**src/rtl/life_frame_streamer.sv**
```systemverilog
// Frame reader for the Life grid: fetches one row at a time over a synchronous
// row-read port and streams it out as WORD_W-bit words on a valid/ready link.
module life_frame_streamer #(
  parameter int WIDTH  = 1200,
  parameter int HEIGHT = 1920,
  parameter int WORD_W = 32
) (
  input  logic                                           clk,
  input  logic                                           reset_n,
  input  logic                                           start,
  output logic                                           busy,
  output logic                                           hold_gen,
  output logic                                           row_rd,
  output logic [((HEIGHT > 1) ? $clog2(HEIGHT) : 1)-1:0] row_addr,
  input  logic [WIDTH-1:0]                               row_data,
  output logic [WORD_W-1:0]                              out_data,
  output logic                                           out_valid,
  input  logic                                           out_ready,
  output logic                                           out_sof,
  output logic                                           out_eol,
  output logic                                           out_eof,
  output logic                                           frame_done
);

  localparam int WPR = (WIDTH + WORD_W - 1) / WORD_W;
  localparam int AW  = (HEIGHT > 1) ? $clog2(HEIGHT) : 1;
  localparam int KW  = (WPR > 1) ? $clog2(WPR) : 1;
  localparam int PW  = WPR * WORD_W;

  localparam logic [2:0] S_IDLE  = 3'd0;
  localparam logic [2:0] S_FETCH = 3'd1;
  localparam logic [2:0] S_LOAD  = 3'd2;
  localparam logic [2:0] S_SEND  = 3'd3;
  localparam logic [2:0] S_DONE  = 3'd4;

  localparam logic [AW-1:0] ROW_LAST = AW'(HEIGHT - 1);
  localparam logic [KW-1:0] K_LAST   = KW'(WPR - 1);

  logic [2:0]       state_q, state_d;
  logic [AW-1:0]    row_q, row_d;
  logic [KW-1:0]    k_q, k_d;
  logic [WIDTH-1:0] rowbuf_q;
  logic [PW-1:0]    rowbuf_pad;
  logic             send;

  assign send = (state_q == S_SEND);

  always_comb begin
    state_d = state_q;
    row_d   = row_q;
    k_d     = k_q;
    case (state_q)
      S_IDLE: begin
        if (start) begin
          state_d = S_FETCH;
          row_d   = '0;
          k_d     = '0;
        end
      end
      S_FETCH: state_d = S_LOAD;
      S_LOAD: begin
        k_d     = '0;
        state_d = S_SEND;
      end
      S_SEND: begin
        if (out_ready) begin
          if (k_q != K_LAST) begin
            k_d = k_q + KW'(1);
          end else if (row_q != ROW_LAST) begin
            row_d   = row_q + AW'(1);
            state_d = S_FETCH;
          end else begin
            state_d = S_DONE;
          end
        end
      end
      S_DONE: begin
        row_d   = '0;
        state_d = S_IDLE;
      end
      default: state_d = S_IDLE;
    endcase
  end

  always_ff @(posedge clk or negedge reset_n) begin
    if (!reset_n) begin
      state_q <= S_IDLE;
      row_q   <= '0;
      k_q     <= '0;
    end else begin
      state_q <= state_d;
      row_q   <= row_d;
      k_q     <= k_d;
    end
  end

  // Row buffer is pure data: only the control path needs a reset.
  always_ff @(posedge clk) begin
    if (state_q == S_LOAD) rowbuf_q <= row_data;
  end

  // Zero-extend so the tail of the last word reads as 0 past WIDTH.
  assign rowbuf_pad = PW'(rowbuf_q);

  assign busy       = (state_q != S_IDLE);
  assign hold_gen   = busy;
  assign row_rd     = (state_q == S_FETCH);
  assign row_addr   = row_rd ? row_q : '0;
  assign out_valid  = send;
  assign out_data   = send ? rowbuf_pad[int'(k_q) * WORD_W +: WORD_W] : '0;
  assign out_sof    = send && (row_q == '0) && (k_q == '0);
  assign out_eol    = send && (k_q == K_LAST);
  assign out_eof    = send && (k_q == K_LAST) && (row_q == ROW_LAST);
  assign frame_done = (state_q == S_DONE);

endmodule

```
**config.mk**
```make
export PLATFORM = sky130hd
export DESIGN_NAME = life_frame_streamer
export DESIGN_NICKNAME = d
export VERILOG_FILES = /design/src/rtl/life_frame_streamer.sv
export SDC_FILE = /design/constraint.sdc
export NUM_CORES = 1
export LEC_CHECK = 0
export ABC_AREA = 1
export ABC_CLOCK_PERIOD_IN_PS = 113500
export BUFFER_PORTS_ARGS = -buffer_cell sky130_fd_sc_hd__buf_4
export CAP_MARGIN = 10
export CORE_AREA = 2 2 483 485
export CTS_CLUSTER_SIZE = 28
export DETAILED_ROUTE_END_ITERATION = 10
export DIE_AREA = 0 0 485 487
export PLACE_DENSITY = 0.43
export REMOVE_ABC_BUFFERS = 1
export SLEW_MARGIN = 20
export SYNTH_ARGS = -nofsm -noshare
export SYNTH_HDL_FRONTEND = slang
export SYNTH_SLANG_ARGS = --single-unit
export TNS_END_PERCENT = 20
```
**constraint.sdc**
```tcl
create_clock -name clk -period 113.5 [get_ports clk]
set_input_delay 22.7 -clock clk [delete_from_list [all_inputs] [get_ports clk]]
set_output_delay 22.7 -clock clk [all_outputs]
set_load 0.005 [all_outputs]
```
==> results of run 1 <==
[state kept, by name (all words and copies together) (netlist names)]
register,flops
rowbuf_q,1200
row_q,11
k_q,6
state_q,3
[report_power, final]
group	internal, mW	total (mW)	switching, mW
clock	0.263	0.469	0.206
combinational	0.146	0.524	0.378
sequential	0.690	0.739	0.0493
total	1.10	1.73	0.633
[per-stage QoR]
stage,instances,hold WS [ns],util (%)
floorplan,4169,0.516,-
global placement,8528,0.546,27.1
detailed placement,8528,0.551,27.1
CTS,8798,0.571,29.2
global route,8814,0.653,29.2
finish,8828,0.574,29.2
[layer usage]
metal	global-route usage (%)	vias to the layer above	wire length [µm]
met2	29.9	1360	106000
met1	21.1	18300	86300
met4	4.80	56	5140
li1	-	17500	-
met3	5.90	288	18000
met5	0	-	360
[logic make-up (layout without fill, tap and decap cells)]
| kind of cell | count (synthesis) | in the layout | synth area share [%] |
|---|---|---|---|
| XOR/XNOR | 8 | 8 | 0.139 |
| multiplexers | 16 | 16 | 0.319 |
| flip-flops | 1220 | 1220 | 72.7 |
| buffers and inverters | 492 | 1833 | 4.36 |
| adder cells (fa/ha/maj) | 5 | 5 | 0.124 |
| other | 0 | 30 | 0 |
| AO/OA/AOI/OAI | 456 | 456 | 4.75 |
| AND/OR/NAND/NOR | 2217 | 2217 | 17.6 |
[synth_stat cells]
library cell  instances  share of area (%)
a21boi_1              1              0.015
a21oi_1             106                1.1
buf_1                12              0.090
buf_2               116                1.2
buf_4                37               0.55
buf_6                 8               0.18
clkbuf_1             72               0.54
clkinv_1              1             0.0075
clkinv_2              1             0.0099
dfrtp_1              20                1.0
edfxtp_1           1200                 72
ha_1                  5               0.12
inv_1               239                1.8
inv_2                 6              0.045
mux2i_1              16               0.32
nand2_1            1381                 10
nand2_2               2              0.025
nand3_1             304                3.0
nand3_2               1              0.020
nand4_1              21               0.26
nor2_1              476                3.6
nor2_2                3              0.037
nor2_4                3              0.067
nor3_1                9              0.090
nor4_1                3              0.037
o211ai_1             22               0.33
o21ai_0             225                2.2
o21ai_1              64               0.64
o22ai_1              37               0.46
o31ai_1               1              0.015
or2_2                14               0.17
xor2_1                8               0.14
[tightest hold or removal path: stages (launching register included)]
cell and delay [ns]:
dfrtp_1 0.40, nand2_1 0.06, o21ai_0 0.07
[final cells by class]
class | count | area, µm²
Fill cell | 24100 | 164000
Sequential cell | 1220 | 36500
Multi-Input combinational cell | 2702 | 11600
Timing Repair Buffer | 1316 | 9920
Clock buffer | 193 | 3960
Tap cell | 3043 | 3810
Inverter | 247 | 952
Clock inverter | 77 | 757
Antenna cell | 30 | 75.1
[path summary, 6_finish.rpt]
| kind | slack [ns] | end | cells after the start |
|---|---|---|---|
| max | 85.77 | out_data[4] | 14 |
| min | 0.57 | row_q[3]$_DFFE_PN0P_ | 2 |
| max reg2reg | 108.12 | rowbuf_q[1183]$_DFFE_PP_ | 6 |
| min reg2reg | 0.57 | row_q[3]$_DFFE_PN0P_ | 2 |
| max in group asynchronous | 91.39 | k_q[1]$_DFFE_PN0P_ | 1 |
| min in group asynchronous | 21.79 | state_q[2]$_DFFE_PN0P_ | 1 |
==> impl_metrics.csv, run 1 <==
group,metric,value,unit
clock_network,cts_max_level,4,
drt,routed_wirelength,216000,µm
global_routing,grt_pass1_wl,294000,µm
power,leakagePower,27.4,nW
sta,tightest_slew,1.11,ns
power,ir_drop,0.0229,mV
synth,synth.avg_cell_area,11.4,µm²
floorplanning,dieWidth,485,µm
setup_path,criticalPathCategory,"reg2out",
sta,setup_ws,85.77,ns
setup_path,cp-start-kind,"flip-flop",
clock_network,cts_made_buffers,150,
setup_path,crit_start,"k_q[0]$_DFFE_PN0P_",
clock_network,clock_latency,0.81,ns
drt,via_per_inst,4.25,
global_routing,grt_usage,17.6,%
clock_network,cts.clk_slew.worst_paths,0.06,ns
setup_path,crit_path_frequent_cell,"nand2_1",
placed_design,gp_congestion,0.842,
job,maxCapViolations,0,
setup_path,cp-end-kind,"output pin",
synth,yosysUniqueCellTypes,32,
placed_design,port_buffers,1254,
setup_path,crit_chain,"inv_8 > buf_4 > buf_4 > nand2_1 > nand2_1 > nand2_1 > o21ai_1 > nand2_1 > nand2_1 > inv_1 > nand2_1 > nand3_1 > a21oi_1 > buf_4",
synth,yosysWarnings,0,
setup_path,required,90.80,ns
floorplanning,initial_core_util,21.7,%
clock_network,clock-sinks,1220,
drt,dr.pass1.iters,7,
placed_design,place_ws,86.30,ns
synth,ys_ff_latch,1220,
global_routing,grt_max_degree,158,
global_routing,grt_pass1_vias,37700,
sta,fin_worst_skew,0.0486,ns
final_layout,fin_area,67600,µm²
setup_path,slowest_delay,0.69,ns
hold_path,hp-start,"row_q[3]$_DFFE_PN0P_",
sta,fin_crit,27.73,ns
clock_network,cts-resized-gates,0,
final_layout,layout-drive-gt1-share,27.1,%
global_routing,grt-ovfl-total,0,
sta,final_max_slew_viol_count,0,
hold_path,hp-class,"reg2reg",
setup_path,crit_path_top_delay_cell,"dfrtp_4",
sta,clock.fmax,36.1,MHz
setup_path,critical_path_arrival,5.03,ns
drt,drtIter0Drc,2564,
floorplanning,dieArea,236000,µm²
drt,drc,0,
sta,report.final.hold_viol_count,0,
floorplanning,io_pins,1255,
synth,ys_seq_area_share,72.7,%
drt,num_vias,37600,
sta,rsz0062_at_grt,"false",
clock_network,cts_root_buf,"clkbuf_16",
final_layout,final_cell_mix,"nand2_1 (1380), buf_4 (1313), edfxtp_1 (1200)",
synth,synth_area,50300,µm²
sta,relSlewSlack,26.1,%
setup_path,cp_max_fo,112,
final_layout,layout.nets,6846,
drt,ant_nets,0,
clock_network,cts_tree,"built",
sta,min_period_over_period,24.4,%
clock_network,cts_setup_buffers,0,
setup_path,r2r_start,"state_q[0]$_DFFE_PN0P_",
clock_network,cts_hold_buf,0,
global_routing,antenna_found_initial,59,
power,p_per_area,25.6,nW/µm²
power,power,1.73,mW
final_layout,syn2layout_area_growth,34.5,%
placed_design,postPlaceCellArea,62800,µm²
floorplanning,design.core.area,231000,µm²
sta,tns,0,ns
setup_path,path_buf_inv,5,
clock_network,cts.path.max_buffers,3,
synth,postSynthCellCount,4414,
placed_design,dp_hpwl,153000,µm
floorplanning,dieHeight,487,µm
drt,avgRoutedWirePerCell,24.4,µm
final_layout,final_common_cell,"nand2_1",
setup_path,cp_top_family,"buffers and inverters",
sta,setup_viol,0,
floorplanning,num_rows,177,
outcome,status,"completed",
(Power assumes the default switching activity.)
==> run 2, diff against run 1 <==
--- a/config.mk
+++ b/config.mk
@@ -6,14 +6,14 @@
 export NUM_CORES = 1
 export LEC_CHECK = 0
 export ABC_AREA = 1
-export ABC_CLOCK_PERIOD_IN_PS = 113500
+export ABC_CLOCK_PERIOD_IN_PS = 23500
 export BUFFER_PORTS_ARGS = -buffer_cell sky130_fd_sc_hd__buf_4
 export CAP_MARGIN = 10
-export CORE_AREA = 2 2 483 485
+export CORE_AREA = 2 2 493 495
 export CTS_CLUSTER_SIZE = 28
 export DETAILED_ROUTE_END_ITERATION = 10
-export DIE_AREA = 0 0 485 487
-export PLACE_DENSITY = 0.43
+export DIE_AREA = 0 0 495 497
+export PLACE_DENSITY = 0.44
 export REMOVE_ABC_BUFFERS = 1
 export SLEW_MARGIN = 20
 export SYNTH_ARGS = -nofsm -noshare
==> constraint.sdc (replaced) <==
create_clock -name clk -period 23.5 [get_ports clk]
set_input_delay 4.7 -clock clk [delete_from_list [all_inputs] [get_ports clk]]
set_output_delay 4.7 -clock clk [all_outputs]
set_load 0.005 [all_outputs]
==> run 2 against run 1 <==
Effect of this change:
- setup slack worse by 72 ns
- sequential cell count is the same
- largest power group unchanged
- register-to-register slack got worse by 91 ns
- highest routed layer unchanged
- final cell count up 1.4%
- total power increased to 4.8 times the previous value
- critical path type unchanged
==> impl_metrics.csv, run 2 (synthesis results as in run 1) <==
group,metric,value,unit
sta,rsz0062_at_grt,"false",
placed_design,dp_hpwl,154000,µm
clock_network,cts_setup_buffers,0,
final_layout,ff_latch_area,36500,µm²
sta,fin_crit,9.66,ns
floorplanning,initial_core_util,20.9,%
final_layout,layout-drive-gt1-share,27.0,%
final_layout,largest_reg_flops,1200,
global_routing,grt_pass1_wl,294000,µm
sta,clock.fmax,104,MHz
outcome,status,"completed",
floorplanning,dieArea,246000,µm²
global_routing,grt-ovfl-total,0,
clock_network,cts_made_buffers,146,
final_layout,final_cell_mix,"nand2_1 (1380), buf_4 (1306), edfxtp_1 (1200)",
setup_path,cp-end-kind,"output pin",
drt,drtIter0Drc,2790,
setup_path,criticalPathCategory,"reg2out",
final_layout,regMostFlops,"rowbuf_q",
setup_path,crit_path_top_delay_cell,"buf_4",
power,p_per_area,123,nW/µm²
power,power,8.30,mW
setup_path,required,18.80,ns
setup_path,crit_chain,"inv_8 > buf_4 > buf_4 > buf_4 > nand2_1 > nand2_1 > nand2_1 > o21ai_1 > nand2_1 > nand2_1 > inv_1 > nand2_1 > nand3_1 > a21oi_1 > buf_4",
clock_network,cts_max_level,4,
sta,tightest_slew,1.09,ns
clock_network,cts.clk_slew.worst_paths,0.06,ns
floorplanning,num_rows,180,
sta,final_max_slew_viol_count,0,
sta,min_period_over_period,41.1,%
floorplanning,dieWidth,495,µm
clock_network,cts_root_buf,"clkbuf_16",
final_layout,layout.nets,6842,
drt,dr.pass1.iters,5,
sta,relSlewSlack,27.5,%
global_routing,antenna_found_initial,73,
global_routing,grt_pass1_vias,38100,
setup_path,slowest_delay,0.64,ns
placed_design,postPlaceCellArea,63000,µm²
sta,setup_ws,13.84,ns
final_layout,syn2layout_area_growth,34.6,%
drt,avgRoutedWirePerCell,24.2,µm
floorplanning,dieHeight,497,µm
setup_path,critical_path_arrival,4.96,ns
floorplanning,io_pins,1255,
final_layout,final_common_cell,"nand2_1",
clock_network,cts_tree,"built",
clock_network,cts-resized-gates,0,
global_routing,grt_max_degree,200,
final_layout,fin_area,67600,µm²
job,maxCapViolations,0,
final_layout,top_regs,"rowbuf_q (1200), row_q (11), k_q (6)",
setup_path,cp-start-kind,"flip-flop",
power,ir_drop,0.120,mV
clock_network,cts_hold_buf,0,
sta,report.final.hold_viol_count,0,
sta,tns,0,ns
drt,via_per_inst,4.23,
setup_path,cp_max_fo,88,
placed_design,place_ws,14.48,ns
drt,routed_wirelength,216000,µm
final_layout,multi_input_area,11600,µm²
floorplanning,design.core.area,240000,µm²
global_routing,grt_usage,16.9,%
hold_path,hp-class,"reg2reg",
clock_network,clock-sinks,1220,
clock_network,clock_latency,0.76,ns
drt,drc,0,
final_layout,n_fill_cell,25300,
setup_path,crit_path_frequent_cell,"nand2_1",
drt,num_vias,37900,
sta,fin_worst_skew,0.0277,ns
clock_network,cts.path.max_buffers,3,
drt,ant_nets,0,
sta,setup_viol,0,
placed_design,gp_congestion,0.848,
placed_design,port_buffers,1254,
power,leakagePower,27.3,nW
## run 2: cell count changes in the layout (fill, tap and decap cells not counted), sizes merged
cell	change
inv	-1
clkinv	-6
diode	-4
clkbuf	-7
clkinvlp	+1
bufinv	+1
## run 2: power by group
group,internal (mW),total [mW],switching [mW]
registers,3.33,3.55,0.222
clock network,1.26,2.20,0.947
logic,0.713,2.55,1.83
## run 2: worst max-delay path: cells and delay by family, from the launching register on
| kind | cells | cell delay [ns] |
|---|---|---|
| AO/OA/AOI/OAI | 2 | 0.28 |
| buffers and inverters | 6 | 2.30 |
| flip-flops | 1 | 0.58 |
| AND/OR/NAND/NOR | 7 | 0.78 |
## run 2: final cells by class
cell class	count	area share [%]
Tap cell	3185	5.89
Clock inverter	72	0.925
Timing Repair Buffer	1316	14.8
Sequential cell	1220	54.0
Antenna cell	26	0.0962
Inverter	247	1.41
Multi-Input combinational cell	2702	17.1
Clock buffer	186	5.78
## run 2: worst paths after layout
path	start	endpoint	slack [ns]	depth (start not counted)
worst max-delay path	k_q[0]$_DFFE_PN0P_	out_data[5]	13.84	15
worst min register to register	row_q[3]$_DFFE_PN0P_	row_q[3]$_DFFE_PN0P_	0.59	2
worst min-delay path	row_q[3]$_DFFE_PN0P_	row_q[3]$_DFFE_PN0P_	0.59	2
min in group asynchronous	reset_n	k_q[2]$_DFFE_PN0P_	3.82	1
max in group asynchronous	reset_n	k_q[1]$_DFFE_PN0P_	19.41	1
worst max register to register	state_q[1]$_DFFE_PN0P_	rowbuf_q[607]$_DFFE_PP_	17.22	8
## run 2: per-layer routing
| metal | up-vias | global-route usage [%] | routed length [µm] |
|---|---|---|---|
| li1 | 17500 | - | - |
| met1 | 18600 | 20.0 | 85100 |
| met2 | 1454 | 28.4 | 105000 |
| met3 | 291 | 6.02 | 20400 |
| met4 | 60 | 5.03 | 5870 |
| met5 | - | 0 | 390 |
## run 2: through the flow
stage	std cells	hold slack, ns	utilization, %
final	8954	0.592	28.2
after CTS	8927	0.600	28.1
after detailed placement	8669	0.588	26.2
after global routing	8940	0.662	28.2
after global placement	8669	0.574	26.2
after floorplan	4169	0.516	-
